**src/rtl/btn_pulse_pkg.sv**
```systemverilog
// btn_pulse shared definitions.
// Channel FSM state type and counter width helpers.
package btn_pulse_pkg;

    typedef enum logic [1:0] {
        IDLE     = 2'd0,
        DB_PRESS = 2'd1,
        HELD     = 2'd2,
        DB_REL   = 2'd3
    } state_t;

    // Bits needed to hold the value n (never less than one bit).
    function automatic int cnt_w(input int n);
        return (n < 1) ? 1 : $clog2(n + 1);
    endfunction

    function automatic int max_of(input int a, input int b);
        return (a > b) ? a : b;
    endfunction

endpackage

```
**src/rtl/btn_pulse_if.sv**
```systemverilog
// btn_pulse button/strobe bundle.
// slave = the button front end, master = whoever drives the pins.
interface btn_pulse_if #(
    parameter int N_CH = 4
);
    logic [N_CH-1:0] btn_i;
    logic [N_CH-1:0] press_stb_o;
    logic [N_CH-1:0] release_stb_o;
    logic [N_CH-1:0] held_o;
    logic [N_CH-1:0] repeat_stb_o;
    logic            any_press_o;

    modport master (
        output btn_i,
        input  press_stb_o,
        input  release_stb_o,
        input  held_o,
        input  repeat_stb_o,
        input  any_press_o
    );

    modport slave (
        input  btn_i,
        output press_stb_o,
        output release_stb_o,
        output held_o,
        output repeat_stb_o,
        output any_press_o
    );
endinterface

```
**src/rtl/btn_pulse_ch.sv**
```systemverilog
// One button channel: 2-flop synchroniser, two-edge debounce FSM,
// press/release strobes, held level and auto-repeat ticks.
module btn_pulse_ch
    import btn_pulse_pkg::*;
#(
    parameter int DEBOUNCE_CYC = 16,
    parameter int HOLD_CYC     = 1000,
    parameter int REPEAT_CYC   = 250
) (
    input  logic clk,
    input  logic rst,
    input  logic btn,
    output logic press_stb,
    output logic release_stb,
    output logic held,
    output logic repeat_stb
);
    localparam int DW = cnt_w(DEBOUNCE_CYC);
    localparam int RW = cnt_w(max_of(HOLD_CYC, REPEAT_CYC));
    localparam bit REPEAT_EN = (REPEAT_CYC != 0);
    localparam logic [DW-1:0] DB_LAST = DW'(DEBOUNCE_CYC - 1);
    localparam logic [RW-1:0] HOLD_LAST = RW'(HOLD_CYC - 1);
    localparam logic [RW-1:0] REP_LAST =
        RW'(REPEAT_EN ? REPEAT_CYC - 1 : 0);

    logic          sync1;
    logic          s;
    state_t        state;
    logic [DW-1:0] db_cnt;
    logic [RW-1:0] rep_cnt;
    logic          first;
    logic [RW-1:0] rep_last;

    // First repeat waits the hold time, later ones the repeat period.
    assign rep_last = first ? HOLD_LAST : REP_LAST;

    // Two-flop synchroniser; s is the only view of the button the FSM uses.
    always_ff @(posedge clk) begin
        if (rst) begin
            sync1 <= 1'b0;
            s     <= 1'b0;
        end else begin
            sync1 <= btn;
            s     <= sync1;
        end
    end

    // Debounce FSM with registered strobes; rep_cnt only runs in HELD.
    always_ff @(posedge clk) begin
        if (rst) begin
            state       <= IDLE;
            db_cnt      <= '0;
            rep_cnt     <= '0;
            first       <= 1'b0;
            press_stb   <= 1'b0;
            release_stb <= 1'b0;
            held        <= 1'b0;
            repeat_stb  <= 1'b0;
        end else begin
            press_stb   <= 1'b0;
            release_stb <= 1'b0;
            repeat_stb  <= 1'b0;
            unique case (state)
                IDLE: begin
                    if (s) begin
                        state  <= DB_PRESS;
                        db_cnt <= '0;
                    end
                end
                DB_PRESS: begin
                    if (!s) begin
                        state <= IDLE;
                    end else if (db_cnt == DB_LAST) begin
                        state     <= HELD;
                        press_stb <= 1'b1;
                        held      <= 1'b1;
                        rep_cnt   <= '0;
                        first     <= 1'b1;
                    end else begin
                        db_cnt <= db_cnt + DW'(1);
                    end
                end
                HELD: begin
                    if (!s) begin
                        state  <= DB_REL;
                        db_cnt <= '0;
                    end else if (REPEAT_EN && rep_cnt == rep_last) begin
                        repeat_stb <= 1'b1;
                        rep_cnt    <= '0;
                        first      <= 1'b0;
                    end else if (rep_cnt != '1) begin
                        rep_cnt <= rep_cnt + RW'(1);
                    end
                end
                DB_REL: begin
                    if (s) begin
                        state <= HELD;
                    end else if (db_cnt == DB_LAST) begin
                        state       <= IDLE;
                        release_stb <= 1'b1;
                        held        <= 1'b0;
                    end else begin
                        db_cnt <= db_cnt + DW'(1);
                    end
                end
                default: begin
                    state <= IDLE;
                    held  <= 1'b0;
                end
            endcase
        end
    end
endmodule

```
**src/rtl/btn_pulse.sv**
```systemverilog
// Multi-channel push-button front end.
// Independent btn_pulse_ch per channel plus a combined press flag.
module btn_pulse
    import btn_pulse_pkg::*;
#(
    parameter int N_CH         = 4,
    parameter int DEBOUNCE_CYC = 16,
    parameter int HOLD_CYC     = 1000,
    parameter int REPEAT_CYC   = 250
) (
    input  logic        clk_i,
    input  logic        rst_i,
    btn_pulse_if.slave  bus
);
    logic [N_CH-1:0] press;
    logic [N_CH-1:0] rel;
    logic [N_CH-1:0] held;
    logic [N_CH-1:0] rep;

    for (genvar g = 0; g < N_CH; g++) begin : g_ch
        btn_pulse_ch #(
            .DEBOUNCE_CYC (DEBOUNCE_CYC),
            .HOLD_CYC     (HOLD_CYC),
            .REPEAT_CYC   (REPEAT_CYC)
        ) u_ch (
            .clk         (clk_i),
            .rst         (rst_i),
            .btn         (bus.btn_i[g]),
            .press_stb   (press[g]),
            .release_stb (rel[g]),
            .held        (held[g]),
            .repeat_stb  (rep[g])
        );
    end

    assign bus.press_stb_o   = press;
    assign bus.release_stb_o = rel;
    assign bus.held_o        = held;
    assign bus.repeat_stb_o  = rep;
    assign bus.any_press_o   = |press;
endmodule
```
**src/flat_wrapper.sv**
```systemverilog
// flat-port wrapper written by rule: the top's interface ports become plain ports
module btn_pulse_flat import btn_pulse_pkg::*;
#(
    parameter int N_CH         = 4,
    parameter int DEBOUNCE_CYC = 16,
    parameter int HOLD_CYC     = 1000,
    parameter int REPEAT_CYC   = 250
)
  (clk_i, rst_i, bus_btn_i, bus_press_stb_o, bus_release_stb_o, bus_held_o, bus_repeat_stb_o, bus_any_press_o);
  btn_pulse_if #(.N_CH(N_CH)) bus_i ();
  input  logic clk_i;
  input  logic rst_i;
  input wire logic [$bits(bus_i.btn_i)-1:0] bus_btn_i;
  output wire logic [$bits(bus_i.press_stb_o)-1:0] bus_press_stb_o;
  output wire logic [$bits(bus_i.release_stb_o)-1:0] bus_release_stb_o;
  output wire logic [$bits(bus_i.held_o)-1:0] bus_held_o;
  output wire logic [$bits(bus_i.repeat_stb_o)-1:0] bus_repeat_stb_o;
  output wire logic [$bits(bus_i.any_press_o)-1:0] bus_any_press_o;
  assign bus_i.btn_i = bus_btn_i;
  assign bus_press_stb_o = bus_i.press_stb_o;
  assign bus_release_stb_o = bus_i.release_stb_o;
  assign bus_held_o = bus_i.held_o;
  assign bus_repeat_stb_o = bus_i.repeat_stb_o;
  assign bus_any_press_o = bus_i.any_press_o;
  btn_pulse #(.N_CH(N_CH), .DEBOUNCE_CYC(DEBOUNCE_CYC), .HOLD_CYC(HOLD_CYC), .REPEAT_CYC(REPEAT_CYC)) u_core (.clk_i(clk_i), .rst_i(rst_i), .bus(bus_i));
endmodule
```
**config.mk**
```make
export PLATFORM = sky130hd
export DESIGN_NAME = btn_pulse_flat
export DESIGN_NICKNAME = d
export VERILOG_FILES = /design/src/rtl/btn_pulse_pkg.sv /design/src/rtl/btn_pulse_if.sv /design/src/rtl/btn_pulse_ch.sv /design/src/rtl/btn_pulse.sv /design/src/flat_wrapper.sv
export SDC_FILE = /design/constraint.sdc
export NUM_CORES = 1
export LEC_CHECK = 0
export BUFFER_PORTS_ARGS = -buffer_cell sky130_fd_sc_hd__buf_2
export CAP_MARGIN = 10
export CELL_PAD_IN_SITES_DETAIL_PLACEMENT = 0
export CELL_PAD_IN_SITES_GLOBAL_PLACEMENT = 1
export CORE_ASPECT_RATIO = 2
export CORE_MARGIN = 2
export CORE_UTILIZATION = 50
export CTS_BUF_LIST = sky130_fd_sc_hd__clkbuf_8
export DETAILED_ROUTE_END_ITERATION = 8
export GPL_TIMING_DRIVEN = 0
export HOLD_SLACK_MARGIN = 0.15
export PLACE_DENSITY_LB_ADDON = 0.1
export SETUP_SLACK_MARGIN = 0.3
export SYNTH_ARGS = -nofsm -noshare
export SYNTH_HDL_FRONTEND = slang
export SYNTH_HIERARCHICAL = 1
export SYNTH_SLANG_ARGS = --single-unit
```
**constraint.sdc**
```tcl
create_clock -name clk_i -period 2.7 [get_ports clk_i]
set_input_delay 0.135 -clock clk_i [delete_from_list [all_inputs] [get_ports clk_i]]
set_output_delay 0.135 -clock clk_i [all_outputs]
set_load 0.01 [all_outputs]
```
After elaboration in Yosys (flattened, before gate mapping)
Index checks and enable logic that the tools add are counted.
Operators by class
  $add $sub $neg: 8
  equal/unequal tests: 68
  bitwise logic cells: 16
  multiplexer cells: 120
  reduce and logical (&&, ||, !) cells: 45
Operator list (count)
  $mux 10: 24
  $mux 5: 20
  $pmux 10 s2: 4
  $pmux 5 s4: 4
  $ne 2x2->1 const B: 32
  $reduce_and 5->1: 12
  $mux 2: 24
  $add 10x1->10 const B: 4
  $eq 10x10->1: 4
  $ne 10x10->1 const B: 4
  $ne 3x3->1 const B: 12
  $reduce_or 3->1: 12
  $mux 1: 32
  $pmux 2 s4: 4
  $reduce_and 4->1: 8
  $add 5x1->5 const B: 4
  $eq 5x4->1 const B: 4
  $eq 2x2->1 const B: 8
  $not 1->1: 16
  $pmux 1 s2: 8
  $reduce_bool 2->1: 8
  $eq 2x1->1 const B: 4
  $logic_not 2->1: 4
  $reduce_or 4->1: 1
Word-level totals
  word-level logic and storage cells: 297
  input bits: 6
  register bits: 96
  output and inout bits: 17

Logic depth before layout (Yosys ltp)
  depth after elaboration: 5
  mapped depth: 8
  gate-level depth less buffers: 8

By module
Netlist, hierarchy kept.
By module, submodules not included
  btn_pulse_ch: cells an instance 139, seq. area each 480.5 um2, instances 4, area each 1171.1 um2
  btn_pulse: cells an instance 1, seq. area each 0.0 um2, instances 1, area each 7.5 um2

Worst setup path before layout
Ideal clock, no wire load.
  path kind: reg-to-reg
  start: reg u_core.g_ch[0].u_ch.rep_cnt[0]
  end: reg u_core.g_ch[0].u_ch.rep_cnt[7]
  required time: 2630 ps
  period minus slack after synthesis: 1767 ps
  buffers on the path: 0
  setup slack: 933 ps
  data arrival time: 1697 ps
  setup time: 70 ps
  stages on the path, launching flop included: 7
  cell sequence: dfxtp_1 -> ha_1 -> and4_1 -> and3b_1 -> a211o_1 -> or4_1 -> a21oi_1
Between the ends
  word-level cells in the longest chain between the ends: 5
  elaborated cells between the ends (all ways): 9
  those cells by class: add/sub (1); eq/ne (3); mux (4); reduce/logical (1)
RTL lines
  start, declared: RTL line btn_pulse_ch.sv:30  | logic [RW-1:0] rep_cnt;
  start signal, assigned: RTL line btn_pulse_ch.sv:92  | rep_cnt <= rep_cnt + RW'(1);
  $add 10x1->10: RTL line btn_pulse_ch.sv:92
  $mux 10: RTL line btn_pulse_ch.sv:91  | end else if (rep_cnt != '1) begin
  $mux 10: RTL line btn_pulse_ch.sv:87  | end else if (REPEAT_EN && rep_cnt == rep_last) begin
  $mux 10: RTL line btn_pulse_ch.sv:84  | if (!s) begin
  $pmux 10 s2: RTL line btn_pulse_ch.sv:63  | unique case (state)
Parallel ways exist; a longest one is shown, timed or not. The select of a mux whose other input is x is not followed.
A chain may end at the register's enable or synchronous reset.

Worst setup path after layout
  start: reg u_core.g_ch[3].u_ch.rep_cnt[0]
  end: reg u_core.g_ch[3].u_ch.rep_cnt[3]
Between the ends
  word-level cells in the longest chain between the ends: 5
  elaborated cells between the ends (all ways): 9
  those cells by class: add/sub (1); eq/ne (3); mux (4); reduce/logical (1)
RTL lines (RTL line)
  start, declared: btn_pulse_ch.sv:30
  start signal, assigned: btn_pulse_ch.sv:92
  $add 10x1->10: btn_pulse_ch.sv:92
  $mux 10: btn_pulse_ch.sv:91
  $mux 10: btn_pulse_ch.sv:87
  $mux 10: btn_pulse_ch.sv:84
  $pmux 10 s2: btn_pulse_ch.sv:63
Parallel ways exist; a longest one is shown, timed or not. The select of a mux whose other input is x is not followed.

==> impl_metrics.toml <==
[status]
status = "finished, final reports clean"

[yosys]
postSynthCellCount = 557
yosysWarningCount = 6
synth-seq-cells = 96
avgSynthCellArea_um2 = 8.424
async_flop_share = 0
synth_seq_area_share = 0.4096
synth_fp_nets = 575
ys_types = 38
netlist_area_um2 = 4692
yosysTopAreaCellShare = 0.4096
synthFlopType = "dfxtp_1"
synth_edf_count = 0
synthTopCellsByArea = "dfxtp_1, a21oi_1, nand2_1"
yosysTopAreaCell = "dfxtp_1"

[global_route]
grt_max_degree = 25
grt_remaining_overflow = 0
antenna_found_initial = 0
grt_pass1_wl_mm = 18.42
track_usage = 0.2238
grt_pass1_vias = 4147

[timing]
final.min_clock_period_ns = 1.992
hold_slack_ns = 0.2148
final_max_slew_viol_count = 0
hold_viol = 0
finClkSkew_ns = 0.01112
tns_ns = 0
rsz0062_at_grt = "false"
slew_headroom = 0.6582
period_share = 0.7377
fmax_mhz = 502.0
setup_viol_count_final = 0
tightest_slew_ns = 0.5127

[critical_path]
r2r-start = "u_core/g_ch[3].u_ch/rep_cnt[0]$_SDFFE_PP0P_"
slowest_stage = "or3b_1"
worstSetupPathType = "reg -> reg"
worst_setup_path_end_kind = "flop"
startpoint_type = "flop"
reg2reg_setup_slack_ns = 0.71
crit_path_max_fanout = 5
max_stage_delay_ns = 0.40
critPathRequiredTime_ns = 2.99
cp.arrival_ns = 2.28
worstSetupStartpoint = "u_core/g_ch[3].u_ch/rep_cnt[0]$_SDFFE_PP0P_"
crit_path_end = "u_core/g_ch[3].u_ch/rep_cnt[3]$_SDFFE_PP0P_"
rr_endpoint = "u_core/g_ch[3].u_ch/rep_cnt[3]$_SDFFE_PP0P_"
path_cells = "ha_1, and4_1, and3b_1, a211o_1, or3b_1, a21oi_1"
reg2reg_depth = 6

[power]
power.density_nw_per_um2 = 509.1
power_mw = 2.656
vdd_ir_drop_max_mv = 0.3760
leakage_nw = 1.845

[cells_and_area]
seq_area_um2 = 1922
area_growth_pct = 11.20
num-nets-final = 612
fin_area_um2 = 5218
nFillCells = 904
antenna_cells = 0
drive_above_1_share = 0.1018
multi_input_area_um2 = 2615
instances_no_fill = 703

[placed_design]
place_inst = 683
dp_hpwl_mm = 7.907
port_buffers = 22
placed_cell_area_um2 = 4932
finalWeightedCongestion = 0.7765

[floorplanning]
fp.dieArea_um2 = 10220
fp.coreArea_um2 = 9259
num_rows = 50
initial_core_util = 0.5068
die_h_um = 141.0
die_w_um = 72.50
num_io_pins = 23

[route]
via_count = 4227
drt-initial-drc-count = 199
drtPass1Iterations = 5
routed_wl_mm = 10.81
vias_per_cell = 6.013
ant_nets = 0
wire_per_inst_um = 15.38
drc_errors = 0

[cts]
clkLatencyLatePin_ns = 0.36
clock_path_buffers = 2
root_buffer = "clkbuf_8"
post_cts_buffers = 0
cts_made_buffers = 9
clk_pin_slew_worst_paths_ns = 0.09
cts_tree = "yes"
cts.sinks = 96
htreeDepth = 3

[hold_path]
worstHoldStart = "rst_i"
holdCritPathClass = "in -> reg"

[flow_run]
drv_cap = 0
==> routing by layer <==
| metal | share of wire | routed length, µm | global-route usage |
|---|---|---|---|
| met4 | 0.015 | 163 | 0.08090 |
| met1 | 0.39 | 4255 | 0.2259 |
| met5 | 0 | 0 | 0 |
| met3 | 0.023 | 250 | 0.04003 |
| met2 | 0.57 | 6141 | 0.4370 |
==> metrics by stage <==
stage | setup slack [ns] | util
final | 0.7081 | 0.5635
after CTS | 0.7054 | 0.5635
after global routing | 0.5583 | 0.5635
after detailed placement | 0.7280 | 0.5327
after global placement | 0.7397 | 0.5327
after floorplan | 0.9329 | -
==> where the power goes <==
part | switching, mW | internal (mW) | leakage, nW
combinational | 0.0570 | 0.0292 | 0.942
sequential | 0.00543 | 1.43 | 0.775
clock | 0.499 | 0.638 | 0.128
total | 0.561 | 2.09 | 1.84
==> worst min path at each step <==
stage,to,slack [ns],depth (start not counted)
2_1_floorplan,u_core/g_ch[0].u_ch/s$_SDFF_PP0_,0.21,1
3_3_place_gp,u_core/g_ch[2].u_ch/sync1$_SDFF_PP0_,0.35,2
3_5_place_dp,u_core/g_ch[0].u_ch/sync1$_SDFF_PP0_,0.35,2
4_1_cts,u_core/g_ch[2].u_ch/sync1$_SDFF_PP0_,0.21,2
5_1_grt,u_core/g_ch[2].u_ch/sync1$_SDFF_PP0_,0.23,2
6_report,u_core/g_ch[2].u_ch/s$_SDFF_PP0_,0.21,2
==> layout make-up <==
cell class | instances | share of cell area
clock buffers | 10 | 0.02638
well taps | 104 | 0.02494
repair buffers | 26 | 0.02878
plain buffers | 24 | 0.02398
inverters | 8 | 0.005755
clock inverters | 6 | 0.02062
flip-flops and latches | 96 | 0.3683
multi-input cells | 429 | 0.5012
==> cells by family after synthesis <==
logic type / count (synthesis) / share of synthesized area
and+or+nand+nor: 273 / 0.3301
AOI/OAI and AO/OA: 136 / 0.1792
DFF: 96 / 0.4096
buffers and inverters: 32 / 0.03307
adders and majority gates: 12 / 0.03200
xor gates and xnor gates: 4 / 0.007466
muxes: 4 / 0.008534
==> worst max-delay path: cells and delay by family (launching register included) <==
kind	cells	cell delay (ns)
adders and majority gates	1	0.26
and+or+nand+nor	3	0.85
AOI/OAI and AO/OA	2	0.46
DFF	1	0.36
==> cell usage after synthesis (8+ instances only) <==
| library cell | instances |
|---|---|
| inv_1 | 8 |
| and3_4 | 8 |
| a22oi_1 | 12 |
| nor3_1 | 12 |
| o21ai_1 | 8 |
| or3b_1 | 8 |
| and3_1 | 12 |
| nor3b_1 | 8 |
| o21a_1 | 8 |
| dfxtp_1 | 96 |
| a31oi_1 | 8 |
| nand2_1 | 80 |
| ha_1 | 12 |
| nand2b_1 | 8 |
| a211oi_1 | 12 |
| a21oi_1 | 60 |
| clkbuf_1 | 16 |
| nand3_1 | 16 |
| or4_1 | 9 |
| or3_1 | 8 |
| nand3b_1 | 12 |
| nor2_1 | 40 |
| nor2b_1 | 8 |
| and2_1 | 8 |
| nand4b_1 | 20 |
| o21ai_0 | 12 |
==> registers in the layout, indices dropped and copies added, names as in the netlist, named ones only <==
| register | flops |
|---|---|
| u_core/g_ch.u_ch/rep_cnt | 40 |
| u_core/g_ch.u_ch/db_cnt | 20 |
| u_core/g_ch.u_ch/first | 4 |
| u_core/g_ch.u_ch/held | 4 |
| u_core/g_ch.u_ch/press_stb | 4 |
| u_core/g_ch.u_ch/release_stb | 4 |
| u_core/g_ch.u_ch/repeat_stb | 4 |
| u_core/g_ch.u_ch/s | 4 |
| u_core/g_ch.u_ch/state | 4 |
| u_core/g_ch.u_ch/sync1 | 4 |
==> cells in the final DEF (no fill, tap or decap), drive strengths merged <==
cell type / synthesis / final
buf: 8 / 30
a21o: 4 / 4
dlygate4sd3: 0 / 4
a21oi: 64 / 64
bufinv: 0 / 3
mux2i: 4 / 4
nor2b: 8 / 8
or3: 8 / 8
and3b: 4 / 4
nand3: 16 / 16
xor2: 4 / 4
a211o: 4 / 4
nor4b: 4 / 4
or3b: 8 / 8
and2: 8 / 8
nor3b: 8 / 8
o21a: 8 / 8
nand3b: 12 / 12
nand2b: 8 / 8
o22ai: 4 / 4
nand4b: 20 / 20
nand2: 80 / 80
inv: 8 / 9
ha: 12 / 12
or4: 9 / 9
clkbuf: 16 / 26
and4: 4 / 4
a22oi: 12 / 12
nand4: 4 / 4
dfxtp: 96 / 96
clkinv: 0 / 2
o21ai: 20 / 20
and3: 20 / 20
nor3: 12 / 12
a211oi: 12 / 12
nor2: 40 / 40
a31oi: 8 / 8
==> repair_timing <==
action | 4_1_cts | 5_1_grt
endpoints found under the hold margin | 4 | 0
hold buffers | 4 | 0
setup endpoints to repair | 0 | 0
gates resized for setup | 0 | 0
Note: power is estimated with default switching activity, not from simulation.
